File: config.mk
export PLATFORM = sky130hd
export DESIGN_NAME = pipe_hazard_ctrl_flat
export DESIGN_NICKNAME = d
export VERILOG_FILES = /design/src/rtl/pipe_ctrl_pkg.sv /design/src/rtl/pipe_hazard_ctrl_if.sv /design/src/rtl/pipe_hazard_ctrl_load_use_detect.sv /design/src/rtl/pipe_hazard_ctrl.sv /design/src/flat_wrapper.sv
export SDC_FILE = /design/constraint.sdc
export NUM_CORES = 1
export LEC_CHECK = 0
export ABC_AREA = 1
export CORE_MARGIN = 3
export CORE_UTILIZATION = 29
export DETAILED_ROUTE_END_ITERATION = 6
export GPL_ROUTABILITY_DRIVEN = 0
export SLEW_MARGIN = 25
export SYNTH_ARGS = -nofsm -noshare
export SYNTH_HDL_FRONTEND = slang
export SYNTH_HIERARCHICAL = 1
export SYNTH_SLANG_ARGS = --single-unit
File: constraint.sdc
create_clock -name clk -period 1.94 [get_ports clk]
set_input_delay 0.194 -clock clk [delete_from_list [all_inputs] [get_ports clk]]
set_output_delay 0.194 -clock clk [all_outputs]
set_load 0.005 [all_outputs]
File: src/rtl/pipe_ctrl_pkg.sv
// Shared types and constants for the pipeline hazard controller.
// Combinational definitions only; no latency or backpressure of its own.
package pipe_ctrl_pkg;
  typedef enum logic [1:0] {RUN, MEM_WAIT, ERROR} state_t;

  localparam int M_MEMREAD  = 1;
  localparam int M_MEMWRITE = 0;
  localparam logic [4:0] REG_ZERO = 5'd0;
  localparam int WAIT_W = 8;
endpackage

File: src/rtl/pipe_hazard_ctrl_if.sv
// Hazard inputs, stage enable/flush controls and data-memory req/ready between controller and datapath.
// Pure wiring; dmem_req is held until dmem_ready completes the access.
interface pipe_hazard_ctrl_if;
  logic [4:0] ifid_rs;
  logic [4:0] ifid_rt;
  logic       idex_memread;
  logic [4:0] idex_rt;
  logic [1:0] exmem_m;
  logic       branch_taken;
  logic       dmem_ready;
  logic       pc_en;
  logic       ifid_en;
  logic       ifid_flush;
  logic       idex_en;
  logic       idex_flush;
  logic       exmem_en;
  logic       memwb_flush;
  logic       dmem_req;

  modport master (
    input  ifid_rs, ifid_rt, idex_memread, idex_rt, exmem_m, branch_taken, dmem_ready,
    output pc_en, ifid_en, ifid_flush, idex_en, idex_flush, exmem_en, memwb_flush, dmem_req
  );

  modport slave (
    output ifid_rs, ifid_rt, idex_memread, idex_rt, exmem_m, branch_taken, dmem_ready,
    input  pc_en, ifid_en, ifid_flush, idex_en, idex_flush, exmem_en, memwb_flush, dmem_req
  );
endinterface

File: src/rtl/pipe_hazard_ctrl_load_use_detect.sv
// Load-use detector: ID/EX load targets a source register of the IF/ID instruction.
// Zero latency, purely combinational; no backpressure.
module load_use_detect
  import pipe_ctrl_pkg::*;
(
  input  logic [4:0] ifid_rs,
  input  logic [4:0] ifid_rt,
  input  logic       idex_memread,
  input  logic [4:0] idex_rt,
  output logic       load_use
);
  assign load_use = idex_memread && (idex_rt != REG_ZERO) &&
                    ((idex_rt == ifid_rs) || (idex_rt == ifid_rt));
endmodule

File: src/rtl/pipe_hazard_ctrl.sv
// Stall/flush sequencer for the 5-stage pipeline: load-use bubbles, branch flushes, multi-cycle dmem waits.
// Controls are combinational from state/inputs; a pending dmem access freezes PC..EX/MEM until dmem_ready.
module pipe_hazard_ctrl
  import pipe_ctrl_pkg::*;
#(
  parameter int MEM_TIMEOUT = 16,
  parameter int CNT_W       = 16
) (
  input  logic                 clk,
  input  logic                 rst,
  pipe_hazard_ctrl_if.master   bus,
  output logic                 mem_timeout,
  output logic [CNT_W-1:0]     stall_count
);
  state_t            state, state_nxt;
  logic [WAIT_W-1:0] wait_cnt, wait_cnt_nxt;
  logic              timeout_nxt;
  logic              load_use;
  logic              mem_access;

  load_use_detect u_load_use (
    .ifid_rs      (bus.ifid_rs),
    .ifid_rt      (bus.ifid_rt),
    .idex_memread (bus.idex_memread),
    .idex_rt      (bus.idex_rt),
    .load_use     (load_use)
  );

  assign mem_access = bus.exmem_m[M_MEMREAD] | bus.exmem_m[M_MEMWRITE];

  always_comb begin
    bus.pc_en       = 1'b1;
    bus.ifid_en     = 1'b1;
    bus.ifid_flush  = 1'b0;
    bus.idex_en     = 1'b1;
    bus.idex_flush  = 1'b0;
    bus.exmem_en    = 1'b1;
    bus.memwb_flush = 1'b0;
    bus.dmem_req    = 1'b0;
    state_nxt       = state;
    wait_cnt_nxt    = wait_cnt;
    timeout_nxt     = mem_timeout;

    case (state)
      RUN: begin
        bus.dmem_req = mem_access;
        if (mem_access && !bus.dmem_ready) begin
          bus.pc_en       = 1'b0;
          bus.ifid_en     = 1'b0;
          bus.idex_en     = 1'b0;
          bus.exmem_en    = 1'b0;
          bus.memwb_flush = 1'b1;
          state_nxt       = MEM_WAIT;
          wait_cnt_nxt    = '0;
        end else if (bus.branch_taken) begin
          bus.ifid_flush = 1'b1;
          bus.idex_flush = 1'b1;
        end else if (load_use) begin
          bus.pc_en      = 1'b0;
          bus.ifid_en    = 1'b0;
          bus.idex_flush = 1'b1;
        end
      end
      MEM_WAIT: begin
        bus.dmem_req = 1'b1;
        if (bus.dmem_ready) begin
          state_nxt = RUN;
        end else begin
          bus.pc_en       = 1'b0;
          bus.ifid_en     = 1'b0;
          bus.idex_en     = 1'b0;
          bus.exmem_en    = 1'b0;
          bus.memwb_flush = 1'b1;
          if (wait_cnt == WAIT_W'(MEM_TIMEOUT - 1)) begin
            state_nxt   = ERROR;
            timeout_nxt = 1'b1;
          end else begin
            wait_cnt_nxt = wait_cnt + 1'b1;
          end
        end
      end
      ERROR: begin
        bus.pc_en    = 1'b0;
        bus.ifid_en  = 1'b0;
        bus.idex_en  = 1'b0;
        bus.exmem_en = 1'b0;
      end
      default: state_nxt = RUN;
    endcase

    // Reset wins over everything, including an outstanding dmem request.
    if (!rst) begin
      bus.pc_en       = 1'b0;
      bus.ifid_en     = 1'b0;
      bus.ifid_flush  = 1'b0;
      bus.idex_en     = 1'b0;
      bus.idex_flush  = 1'b0;
      bus.exmem_en    = 1'b0;
      bus.memwb_flush = 1'b0;
      bus.dmem_req    = 1'b0;
    end
  end

  always_ff @(posedge clk) begin
    if (!rst) begin
      state       <= RUN;
      wait_cnt    <= '0;
      mem_timeout <= 1'b0;
    end else begin
      state       <= state_nxt;
      wait_cnt    <= wait_cnt_nxt;
      mem_timeout <= timeout_nxt;
    end
  end

  always_ff @(posedge clk) begin
    if (!rst) begin
      stall_count <= '0;
    end else if (!bus.pc_en && (stall_count != '1)) begin
      stall_count <= stall_count + CNT_W'(1);
    end
  end
endmodule

File: src/flat_wrapper.sv
// flat-port wrapper written by rule: the top's interface ports become plain ports
module pipe_hazard_ctrl_flat import pipe_ctrl_pkg::*;
#(
  parameter int MEM_TIMEOUT = 16,
  parameter int CNT_W       = 16
)
  (clk, rst, mem_timeout, stall_count, bus_ifid_rs, bus_ifid_rt, bus_idex_memread, bus_idex_rt, bus_exmem_m, bus_branch_taken, bus_dmem_ready, bus_pc_en, bus_ifid_en, bus_ifid_flush, bus_idex_en, bus_idex_flush, bus_exmem_en, bus_memwb_flush, bus_dmem_req);
  pipe_hazard_ctrl_if bus_i ();
  input  logic clk;
  input  logic rst;
  output logic mem_timeout;
  output logic [CNT_W-1:0] stall_count;
  input wire logic [$bits(bus_i.ifid_rs)-1:0] bus_ifid_rs;
  input wire logic [$bits(bus_i.ifid_rt)-1:0] bus_ifid_rt;
  input wire logic [$bits(bus_i.idex_memread)-1:0] bus_idex_memread;
  input wire logic [$bits(bus_i.idex_rt)-1:0] bus_idex_rt;
  input wire logic [$bits(bus_i.exmem_m)-1:0] bus_exmem_m;
  input wire logic [$bits(bus_i.branch_taken)-1:0] bus_branch_taken;
  input wire logic [$bits(bus_i.dmem_ready)-1:0] bus_dmem_ready;
  output wire logic [$bits(bus_i.pc_en)-1:0] bus_pc_en;
  output wire logic [$bits(bus_i.ifid_en)-1:0] bus_ifid_en;
  output wire logic [$bits(bus_i.ifid_flush)-1:0] bus_ifid_flush;
  output wire logic [$bits(bus_i.idex_en)-1:0] bus_idex_en;
  output wire logic [$bits(bus_i.idex_flush)-1:0] bus_idex_flush;
  output wire logic [$bits(bus_i.exmem_en)-1:0] bus_exmem_en;
  output wire logic [$bits(bus_i.memwb_flush)-1:0] bus_memwb_flush;
  output wire logic [$bits(bus_i.dmem_req)-1:0] bus_dmem_req;
  assign bus_i.ifid_rs = bus_ifid_rs;
  assign bus_i.ifid_rt = bus_ifid_rt;
  assign bus_i.idex_memread = bus_idex_memread;
  assign bus_i.idex_rt = bus_idex_rt;
  assign bus_i.exmem_m = bus_exmem_m;
  assign bus_i.branch_taken = bus_branch_taken;
  assign bus_i.dmem_ready = bus_dmem_ready;
  assign bus_pc_en = bus_i.pc_en;
  assign bus_ifid_en = bus_i.ifid_en;
  assign bus_ifid_flush = bus_i.ifid_flush;
  assign bus_idex_en = bus_i.idex_en;
  assign bus_idex_flush = bus_i.idex_flush;
  assign bus_exmem_en = bus_i.exmem_en;
  assign bus_memwb_flush = bus_i.memwb_flush;
  assign bus_dmem_req = bus_i.dmem_req;
  pipe_hazard_ctrl #(.MEM_TIMEOUT(MEM_TIMEOUT), .CNT_W(CNT_W)) u_core (.clk(clk), .rst(rst), .bus(bus_i), .mem_timeout(mem_timeout), .stall_count(stall_count));
endmodule
# [Yosys cells after proc, flatten, opt, wreduce, memory -nomap -nowiden]
# Index checks and enable logic that the tools add are counted.
[classes] magnitude_cmp=0 shifts=0 n_reduce_logical=13 bitwise_logic=3 eq_ne=10 n_div=0 multipliers=0 mux=32 addsub=2
[ops] operator="$mux W8" n=3
[ops] operator="$mux W1" n=20
[ops] operator="$add A16 B1 Y16 const B" n=1
[ops] operator="$ne A16 B16 Y1 const B" n=1
[ops] operator="$pmux W8 S2" n=1
[ops] operator="$eq A5 B5 Y1" n=2
[ops] operator="$add A8 B1 Y8 const B" n=1
[ops] operator="$eq A8 B4 Y1 const B" n=1
[ops] operator="$mux W2" n=3
[ops] operator="$pmux W1 S3" n=2
[ops] operator="$pmux W2 S3" n=1
[ops] operator="$reduce_and A3 Y1" n=2
[ops] operator="$reduce_bool A5 Y1" n=1
[ops] operator="$logic_and A1 B1 Y1" n=4
[ops] operator="$ne A2 B2 Y1 const B" n=2
[ops] operator="$pmux W1 S2" n=2
[ops] operator="$reduce_and A4 Y1" n=1
[ops] operator="$ne A3 B2 Y1 const B" n=1
[ops] operator="$eq A2 B1 Y1 const B" n=1
[ops] operator="$eq A2 B2 Y1 const B" n=1
[ops] operator="$logic_not A1 Y1" n=2
[ops] operator="$logic_not A2 Y1" n=1
[ops] operator="$ne A2 B1 Y1 const B" n=1
[ops] operator="$not A1 Y1" n=2
[ops] operator="3 further kinds" n=3
[totals] n_memories=0 mem_bits_rw=0 register_bits=27 rom_bits=0 elab_cells=64 latchBits=0 output_inout_bits=25 in_bits=22

# [Logic depth before layout (Yosys ltp)]
# Gate-level depths: netlist of the first run.
[depth] ltp_word=10 mapped_depth=12 mapped_depth_nobuf=12

# [Modules after synthesis]
# Netlist of the first run, hierarchy kept.
[modules_own_cells] module="pipe_hazard_ctrl" area_each_um2=1739.2 n_inst=1 cells_per_inst=271 seq_area_each_um2=540.5
[modules_own_cells] module="load_use_detect" area_each_um2=195.2 n_inst=1 cells_per_inst=45 seq_area_each_um2=0.0

# [Least setup slack after synthesis of the first run]
# No wires, ideal clock.
[synth_timing] path_type="register to register" from="reg u_core.stall_count[0]" to="reg u_core.stall_count[13]" synth_period_minus_slack_ns=1.516 path_buffers=1 setup_slack_ns=0.424 setup_ns=0.068 stages_incl_launch_ff=9 t_arrival_ns=1.448 required_time_ns=1.872 path_cell_list="dfxtp_1 > ha_1 > nand2_1 > nor2_4 > nand4_4 > nand2_4 > buf_12 > nand2_2 > a21oi_2"
[synth_between] elab_chain_len=2 word_cells_on_any_way=3 classes_between="add/sub: 1; eq/ne: 1; reduce/logical: 1"
[synth_rtl] element="from (decl)" line="pipe_hazard_ctrl.sv:13" source="output logic [CNT_W-1:0] stall_count"
[synth_rtl] element="from (signal assigned)" line="pipe_hazard_ctrl.sv:120" source="stall_count <= stall_count + CNT_W'(1);"
[synth_rtl] element="parallel branches: the longest is 2 deep, another holds $add A16 B1 Y16"
# Parallel ways; which one is timed is not known.
# A chain may end at the register's enable or synchronous reset.

# [Final worst setup path of the first run]
[layout_timing] from="reg u_core.state[0]" to="out bus_idex_en"
[layout_between] elab_chain_len=3 word_cells_on_any_way=5 classes_between="eq/ne: 2; mux: 2; reduce/logical: 1"
[layout_rtl] element="from (decl)" line="pipe_hazard_ctrl.sv:15" source="state_t state, state_nxt;"
[layout_rtl] element="from (signal assigned)" line="pipe_hazard_ctrl.sv:110" source="state <= state_nxt;"
[layout_rtl] element="$eq A2 B2 Y1, or another cell as far along" line="pipe_hazard_ctrl.sv:44" source="case (state)"
[layout_rtl] element="$pmux W1 S3 (*)" line="pipe_hazard_ctrl.sv:44"
[layout_rtl] element="$mux W1 (*)" line="pipe_hazard_ctrl.sv:92" source="if (!rst) begin"
[layout_rtl] element="to (decl)" line="flat_wrapper.sv:23" source="output wire logic [$bits(bus_i.idex_en)-1:0] bus_idex_en;"
# Mark *: on every way between the ends. The rest lies on a longest branch, timed or not.

==> results.py, run 1 <==
metrics = {
    "status": {
        "outcome": "finished, final reports clean",
    },
    "timing": {
        "fin_worst_skew_ps": 11.19,
        "rsz0062_at_grt": "no",
        "period_share": 0.9355,
        "max_clock_freq_mhz": 551.0,
        "final_hold_viol_count": 0,
        "slew_violations": 0,
        "tightest_slew_ps": 355.7,
        "finalCriticalPeriod_ps": 1815,
        "finalSetupViolCount": 0,
        "relSlewSlack": 0.7604,
    },
    "cts": {
        "cts_tree": "yes",
        "cts-buffers-inserted": 3,
        "cts.sinks": 27,
        "clkSlewWorstSetupHoldPaths_ps": 110,
        "clock_path_buffers": 2,
        "root_buffer": "clkbuf_8",
        "ctsHoldBuffers": 0,
        "htree_num_levels": 1,
        "clk_latency_ps": 280,
    },
    "power": {
        "power_frac_seq": 0.476,
        "p_leak_uw": 0.001154,
        "clkPwrFrac": 0.280,
        "p_sw_frac": 0.2946,
        "power.internal_uw": 873.9,
        "ir_worst_vdd_mv": 0.3075,
        "p_per_area_mw_per_mm2": 464.4,
        "comb_power_share": 0.244,
        "power.switching_uw": 364.9,
    },
    "place": {
        "place_area_sq_mm": 0.002561,
        "port_buffers": 46,
        "hpwl_mm": 3.891,
        "place_inst": 449,
    },
    "synth": {
        "yosysSeqAreaShare": 0.2794,
        "synth_edf_count": 0,
        "synth-seq-cells": 27,
        "synthesis.nets": 340,
        "synth_warnings": 6,
        "synth_ff_type": "dfxtp_1",
        "synth.distinct_cells": 27,
        "async_reset_ff_frac": 0,
        "syn_avg_cell_area_sq_um": 6.121,
        "synth_cells": 316,
        "synth_area_sq_mm": 0.001934,
    },
    "setup_path": {
        "r2r_cells": 7,
        "critPathRequiredTime_ps": 1750,
        "critPathMaxFanout": 4,
        "crit_arrival_ps": 1620,
        "startpoint": "u_core/state[0]",
        "worstSetupEndpointType": "output pin",
        "rr_startpoint": "u_core/stall_count[1]",
        "critPathLaunchType": "flip-flop",
        "crit_type": "flip-flop to output pin",
    },
    "floorplanning": {
        "rows": 29,
        "die_h_um": 87.67,
        "fp.dieW_um": 87.67,
        "start_util": 0.3012,
        "die-area_sq_mm": 0.007686,
        "ioPinCount": 47,
        "fp.coreArea_sq_mm": 0.006422,
    },
    "cells_and_area": {
        "insertedDiodeCount": 0,
        "fin_cells": 457,
        "layout_common_cells": "100 x nand2_1, 52 x nor2_1, 32 x clkdlybuf4s50_1",
        "syn_to_final_growth_pct": 37.90,
        "multi_input_area_sq_mm": 0.001246,
        "drive_above_1_share": 0.1684,
        "fin_area_sq_mm": 0.002668,
        "fillers": 661,
        "regArea_sq_um": 543.0,
        "nets": 405,
        "final_common_cell": "nand2_1",
        "final_util": 0.4154,
    },
    "worst_hold_path": {
        "hp-start": "u_core/mem_timeout",
        "worstHoldPathType": "flip-flop to flip-flop",
        "min_delay_path_depth": 2,
    },
    "global_route": {
        "grt_max_degree": 19,
        "antenna_found_initial": 0,
        "gr-total-overflow": 0,
        "grt_pass1_wl_mm": 8.286,
        "track_usage": 0.1317,
        "grt_pass1_vias": 1864,
    },
    "routing": {
        "dr.pass1.iters": 4,
        "routed_wl_mm": 4.861,
        "drtAntennaViolNets": 0,
        "vias": 2094,
        "viasPerCell": 4.582,
        "wire_per_inst_um": 10.64,
        "drc": 0,
        "drt_iter0_drc": 96,
    },
    "run": {
        "drv_cap": 0,
    },
}
## layout make-up
| cell class | count | area share |
|---|---|---|
| Clock buffer | 3 | 0.01548 |
| Multi-Input combinational cell | 246 | 0.4672 |
| Inverter | 37 | 0.05206 |
| Timing Repair Buffer | 66 | 0.2223 |
| Tap cell | 77 | 0.03612 |
| Sequential cell | 27 | 0.2036 |
| Clock inverter | 1 | 0.003283 |
## logic make-up (layout without fill, tap and decap cells)
kind of cell	after synthesis	in the layout	share of synthesized area
buffers and inverters	43	107	0.09767
adder cells (fa/ha/maj)	2	2	0.01293
flip-flops	27	27	0.2794
XOR/XNOR	9	9	0.04075
AND/OR/NAND/NOR	201	201	0.4612
AO/OA/AOI/OAI	34	34	0.1080
## worst max-delay path: stages (launching register included)
cell and delay [ps]:
dfxtp_2 360, inv_2 70, nand2_1 70, nor2_1 90
nand2_1 80, nand2_2 80, buf_4 100, clkdlybuf4s50_1 490
## power by group through the flow
stage	registers, uW	clock network, uW	logic [uW]
floorplan	600	0	147
global placement	602	0	293
detailed placement	602	0	295
CTS	589	366	298
global route	593	384	339
finish	589	347	303
## cells in the mapped netlist (2+ instances only)
library cell,number,area share
o21bai_1,2,0.0078
nand4_1,6,0.019
nor2_4,2,0.012
xor2_1,6,0.027
or2_2,2,0.0065
nand2_1,101,0.20
nand2_2,5,0.016
nand2_4,2,0.012
nor2_1,53,0.10
a21oi_1,14,0.036
inv_2,6,0.012
nor3_1,2,0.0052
inv_1,31,0.060
nand3_1,23,0.060
ha_1,2,0.013
o21ai_0,8,0.021
xnor2_1,3,0.014
clkbuf_1,2,0.0039
buf_4,3,0.012
a21oi_2,9,0.041
dfxtp_1,27,0.28
nand3b_1,2,0.0078
## layer usage
layer  track usage  share of wire  vias to the layer above
met3       0.02070          0.051                        5
met1        0.1746           0.48                      922
met4       0.04045          0.011                        0
li1              -              -                     1124
met5             0              0                        -
met2        0.2192           0.46                       43
## worst paths after layout
| check | end | slack (ps) |
|---|---|---|
| max | bus_idex_en | 130 |
| min reg2reg | u_core/mem_timeout | 460 |
| max reg2reg | u_core/stall_count[15] | 280 |
| min | u_core/mem_timeout | 460 |
## flip-flops by register name (all words and copies together), names as in the netlist
name and cells:
u_core/wait_cnt 8, u_core/stall_count 16, u_core/state 2, u_core/mem_timeout 1
## per-stage QoR
step	TNS (ps)	hold slack [ps]	total power [uW]	setup WS, ps
2_1_floorplan	0	446.6	747.3	424.1
3_3_place_gp	-2603	445.9	895.5	-250.4
5_1_grt	0	494.2	1316	4.268
4_1_cts	0	469.9	1253	5.706
3_5_place_dp	-3217	453.4	897.0	-281.6
6_report	0	461.6	1239	125.1
## what timing repair did
item	4_1_cts	5_1_grt
setup buffers	5	0
setup endpoints to repair	6	15
resized for setup	13	20
pin swaps	6	8
Note: power is estimated with default switching activity, not from simulation.
==> run 2, diff against run 1 <==
--- a/config.mk
+++ b/config.mk
@@ -6,10 +6,10 @@
 export NUM_CORES = 1
 export LEC_CHECK = 0
 export ABC_AREA = 1
-export CORE_MARGIN = 3
 export CORE_UTILIZATION = 29
 export DETAILED_ROUTE_END_ITERATION = 6
 export GPL_ROUTABILITY_DRIVEN = 0
+export REMOVE_ABC_BUFFERS = 1
 export SLEW_MARGIN = 25
 export SYNTH_ARGS = -nofsm -noshare
 export SYNTH_HDL_FRONTEND = slang
==> results.py, run 2 (synthesized netlist as in run 1, its figures left out) <==
metrics = {
    "timing": {
        "finalCriticalPeriod_ps": 1836,
        "final_hold_viol_count": 0,
        "fin_tns_setup_ps": 0,
        "slew_violations": 0,
        "period_share": 0.9464,
        "max_clock_freq_mhz": 544.7,
        "finalSetupViolCount": 0,
        "relSlewSlack": 0.7495,
        "rsz0062_at_grt": "no",
        "fin_worst_skew_ps": 10.08,
        "tightest_slew_ps": 371.9,
    },
    "cts": {
        "cts-buffers-inserted": 3,
        "cts.sinks": 27,
        "ctsHoldBuffers": 0,
        "clk_latency_ps": 270,
        "htree_num_levels": 1,
        "clkSlewWorstSetupHoldPaths_ps": 90,
        "cts_tree": "yes",
        "clock_path_buffers": 2,
        "root_buffer": "clkbuf_8",
    },
    "power": {
        "ir_worst_vdd_mv": 0.2412,
        "p_per_area_mw_per_mm2": 457.6,
        "power_frac_seq": 0.480,
        "power.switching_uw": 347.9,
        "clkPwrFrac": 0.269,
        "p_leak_uw": 0.001195,
        "power.internal_uw": 872.7,
        "p_sw_frac": 0.2850,
        "comb_power_share": 0.251,
    },
    "setup_path": {
        "cp_slowest_stage_delay_ps": 540,
        "rrSetupSlack_ps": 310,
        "critPathMaxFanout": 11,
        "crit_type": "primary input to output pin",
        "worstSetupEndpointType": "output pin",
        "path_cells": "clkdlybuf4s50_1 -> inv_2 -> buf_4 -> nor3_1 -> clkdlybuf4s50_1",
        "path_common_cell": "clkdlybuf4s50_1",
        "cpLargestDelayFamily": "buffers and inverters",
        "worst-path-buf-inv": 4,
        "rr_startpoint": "u_core/stall_count[0]",
        "critPathLaunchType": "primary input",
        "cpMaxStageDelayCell": "clkdlybuf4s50_1",
        "crit_arrival_ps": 1640,
        "startpoint": "rst",
        "critPathRequiredTime_ps": 1750,
    },
    "global_route": {
        "antenna_found_initial": 0,
        "grt_pass1_wl_mm": 8.397,
        "grt_max_degree": 19,
        "gr-total-overflow": 0,
        "track_usage": 0.1419,
        "grt_pass1_vias": 1953,
    },
    "routing": {
        "dr.pass1.iters": 4,
        "drt_iter0_drc": 123,
        "drc": 0,
        "wire_per_inst_um": 10.41,
        "vias": 2082,
        "routed_wl_mm": 4.768,
        "viasPerCell": 4.546,
        "drtAntennaViolNets": 0,
    },
    "cells_and_area": {
        "final_common_cell": "nand2_1",
        "fin_area_sq_mm": 0.002668,
        "fillers": 688,
        "insertedDiodeCount": 0,
        "nets": 406,
        "reg_top3": "u_core/stall_count: 16 flops, u_core/wait_cnt: 8 flops, u_core/state: 2 flops",
        "syn_to_final_growth_pct": 37.90,
        "layout_common_cells": "101 x nand2_1, 52 x nor2_1, 29 x inv_1",
        "largest_reg_flops": 16,
        "final_util": 0.4177,
        "regMostFlops": "u_core/stall_count",
        "regArea_sq_um": 543.0,
        "multi_input_area_sq_mm": 0.001220,
        "drive_above_1_share": 0.1549,
    },
    "floorplanning": {
        "die-area_sq_mm": 0.007001,
        "die_h_um": 83.67,
        "rows": 29,
        "fp.dieW_um": 83.67,
        "ioPinCount": 47,
        "fp.coreArea_sq_mm": 0.006386,
        "start_util": 0.3029,
    },
    "place": {
        "hpwl_mm": 3.816,
        "place_area_sq_mm": 0.002584,
        "port_buffers": 46,
    },
    "status": {
        "outcome": "finished, final reports clean",
    },
    "run": {
        "drv_cap": 0,
    },
    "worst_hold_path": {
        "worstHoldPathType": "flip-flop to flip-flop",
        "hp-start": "u_core/mem_timeout",
    },
}
[run 2: changes by cell type in the layout (fill, tap and decap cells not counted), sizes merged]
cell           delta
clkdlybuf4s50     -6
clkbuf            -2
inv               -1
clkdlybuf4s15     +4
buf               +1
dlygate4sd2       +1
dlymetal6s2s      +4
[run 2: tightest hold or removal path: cells and delay by family, from the launching register on]
family,cells,cell delay [ps]
flops,1,320
compound gates,1,50
buf+inv,1,40
[run 2: final timing paths]
path              cells past startpoint                endpoint
setup / recovery                      5            bus_dmem_req
hold / removal                        2      u_core/mem_timeout
setup reg to reg                      7  u_core/stall_count[10]
hold reg to reg                       2      u_core/mem_timeout
[run 2: layout make-up]
type                            count  area share
Sequential cell                    27      0.2036
Tap cell                           77     0.03612
Timing Repair Buffer               67      0.2341
Clock buffer                        4     0.01689
Multi-Input combinational cell    246      0.4573
Inverter                           37     0.05206
[run 2: per-stage QoR]
step / hold WS, ps / cells / total power [uW] / setup WS, ps
floorplan: 314.4 / 310 / 728.7 / 467.9
global placement: 437.6 / 452 / 908.3 / -240.3
detailed placement: 445.9 / 452 / 911.1 / -294.0
CTS: 460.2 / 457 / 1235 / -21.99
global route: 492.7 / 458 / 1299 / 2.533
finish: 456.0 / 458 / 1221 / 104.1
[run 2: power by group through the flow]
stage / logic [uW] / registers [uW] / clock network (uW)
finish: 306 / 586 / 329
global route: 343 / 589 / 367
CTS: 307 / 586 / 342
detailed placement: 313 / 598 / 0
global placement: 310 / 598 / 0
floorplan: 128 / 600 / 0
[run 2: repair_timing]
item | 4_1_cts | 5_1_grt
buffers inserted | 1 | 1
endpoints found under the hold margin | 0 | 0
pin swaps | 5 | 11
resized for setup | 15 | 16
endpoints found under the setup margin | 3 | 9
[run 2: routing by layer]
layer / vias to the layer above / GRT usage / wire (um)
met5: - / 0 / 0
met4: 0 / 0.04160 / 35
met3: 2 / 0.02770 / 275
met2: 50 / 0.2528 / 2235
met1: 909 / 0.1717 / 2222
li1: 1121 / - / -
==> run 3, diff against run 2 <==
--- a/config.mk
+++ b/config.mk
@@ -7,6 +7,7 @@
 export LEC_CHECK = 0
 export ABC_AREA = 1
 export CORE_UTILIZATION = 29
+export CTS_BUF_LIST = sky130_fd_sc_hd__clkbuf_8
 export DETAILED_ROUTE_END_ITERATION = 6
 export GPL_ROUTABILITY_DRIVEN = 0
 export REMOVE_ABC_BUFFERS = 1
==> results.py, run 3 (synthesized netlist as in run 1, its figures left out) <==
metrics = {
    "timing": {
        "rsz0062_at_grt": "no",
        "finalSetupViolCount": 0,
        "period_share": 0.9463,
        "slew_violations": 0,
        "max_clock_freq_mhz": 544.7,
        "finalCriticalPeriod_ps": 1836,
        "tightest_slew_ps": 371.9,
        "fin_worst_skew_ps": 10.53,
        "relSlewSlack": 0.7495,
        "fin_tns_setup_ps": 0,
        "setup_slack_ps": 104.2,
        "final_hold_viol_count": 0,
    },
    "setup_path": {
        "crit_arrival_ps": 1640,
        "critPathMaxFanout": 11,
        "critPathRequiredTime_ps": 1750,
        "worstSetupEndpointType": "output pin",
        "crit_type": "primary input to output pin",
        "critPathLaunchType": "primary input",
    },
    "routing": {
        "routed_wl_mm": 4.769,
        "drtAntennaViolNets": 0,
        "viasPerCell": 4.548,
        "drt_iter0_drc": 143,
        "wire_per_inst_um": 10.41,
        "vias": 2083,
        "dr.pass1.iters": 4,
        "drc": 0,
    },
    "power": {
        "comb_power_share": 0.252,
        "p_sw_frac": 0.2865,
        "power_uw": 1216,
        "clkPwrFrac": 0.267,
        "p_leak_uw": 0.001199,
        "p_per_area_mw_per_mm2": 455.8,
        "power.switching_uw": 348.4,
        "power.internal_uw": 867.5,
        "ir_worst_vdd_mv": 0.2412,
        "power_frac_seq": 0.482,
    },
    "global_route": {
        "gr-total-overflow": 0,
        "antenna_found_initial": 0,
        "grt_pass1_wl_mm": 8.397,
        "grt_pass1_vias": 1953,
        "grt_max_degree": 19,
        "use_met3": 0.02770,
        "grt-busiest-layer": "met2",
        "grt_util_met2": 0.2528,
        "gr-usage-met1": 0.1717,
        "track_usage": 0.1419,
    },
    "cells_and_area": {
        "reg_top3": "u_core/stall_count: 16 flops, u_core/wait_cnt: 8 flops, u_core/state: 2 flops",
        "final_util": 0.4177,
        "nets": 406,
        "syn_to_final_growth_pct": 37.90,
        "regMostFlops": "u_core/stall_count",
        "insertedDiodeCount": 0,
        "layout_common_cells": "101 x nand2_1, 52 x nor2_1, 30 x inv_1",
        "largest_reg_flops": 16,
        "final_common_cell": "nand2_1",
        "drive_above_1_share": 0.1549,
        "fin_cells": 458,
    },
    "worst_hold_path": {
        "worstHoldPathType": "flip-flop to flip-flop",
    },
    "place": {
        "dp_slack_ps": -294.0,
        "port_buffers": 46,
        "place_inst": 452,
        "hpwl_mm": 3.816,
    },
    "status": {
        "outcome": "finished, final reports clean",
    },
    "floorplanning": {
        "start_util": 0.3029,
        "fp.dieW_um": 83.67,
        "die_h_um": 83.67,
        "rows": 29,
        "fp.coreArea_sq_mm": 0.006386,
        "ioPinCount": 47,
        "die-area_sq_mm": 0.007001,
    },
    "cts": {
        "cts-buffers-inserted": 3,
        "cts_tree": "yes",
        "cts.sinks": 27,
        "clk_latency_ps": 270,
        "htree_num_levels": 1,
        "clock_path_buffers": 2,
        "clkSlewWorstSetupHoldPaths_ps": 90,
        "root_buffer": "clkbuf_8",
    },
    "run": {
        "drv_cap": 0,
    },
}
## run 3: cell count changes in the layout (fill, tap and decap cells not counted)
cell,change
clkbuf_1,-1
inv_1,+1
## run 3: final cells by class
class / instances / area, sq um
flip-flops and latches: 27 / 543.0
inverters: 37 / 138.9
well taps: 77 / 96.34
multi-input cells: 246 / 1220
clock inverters: 1 / 3.754
fillers: 688 / 3719
clock buffers: 3 / 41.29
repair buffers: 67 / 624.3
## run 3: power groups by stage
stage                     combinational [uW]  clock (uW)  sequential, uW
after global routing                     343         362             589
after global placement                   310           0             598
final                                    306         324             586
after CTS                                307         337             586
after detailed placement                 313           0             598
after floorplan                          128           0             600
## run 3: timing repair
action / in CTS / in global routing
pin swaps: 5 / 11
setup endpoints to repair: 3 / 9
hold buffers: 0 / 0
resized for setup: 15 / 16
buffers inserted: 1 / 1
## run 3: per-stage QoR
step	instance area (sq um)	hold WS, ps
2_1_floorplan	1884	314.4
3_3_place_gp	2584	437.6
3_5_place_dp	2584	445.9
4_1_cts	2633	460.2
5_1_grt	2668	492.7
6_report	2668	456.0
## run 3: path summary, 6_finish.rpt
path | startpoint | to | slack (ps) | cells past startpoint
max | rst | bus_dmem_req | 100 | 5
max reg2reg | u_core/stall_count[0] | u_core/stall_count[10] | 320 | 7
min reg2reg | u_core/mem_timeout | u_core/mem_timeout | 460 | 2
min | u_core/mem_timeout | u_core/mem_timeout | 460 | 2
## run 3: worst max-delay path, stage by stage
cell and delay, ps:
clkdlybuf4s50_1 490, inv_2 50, buf_4 170, nor3_1 190, clkdlybuf4s50_1 540
## run 3: per-layer routing
metal / routed length, um / vias up / share of wire
li1: - / 1121 / -
met5: 0 / - / 0
met3: 270 / 2 / 0.057
met4: 35 / 0 / 0.0073
met2: 2243 / 48 / 0.47
met1: 2219 / 912 / 0.47
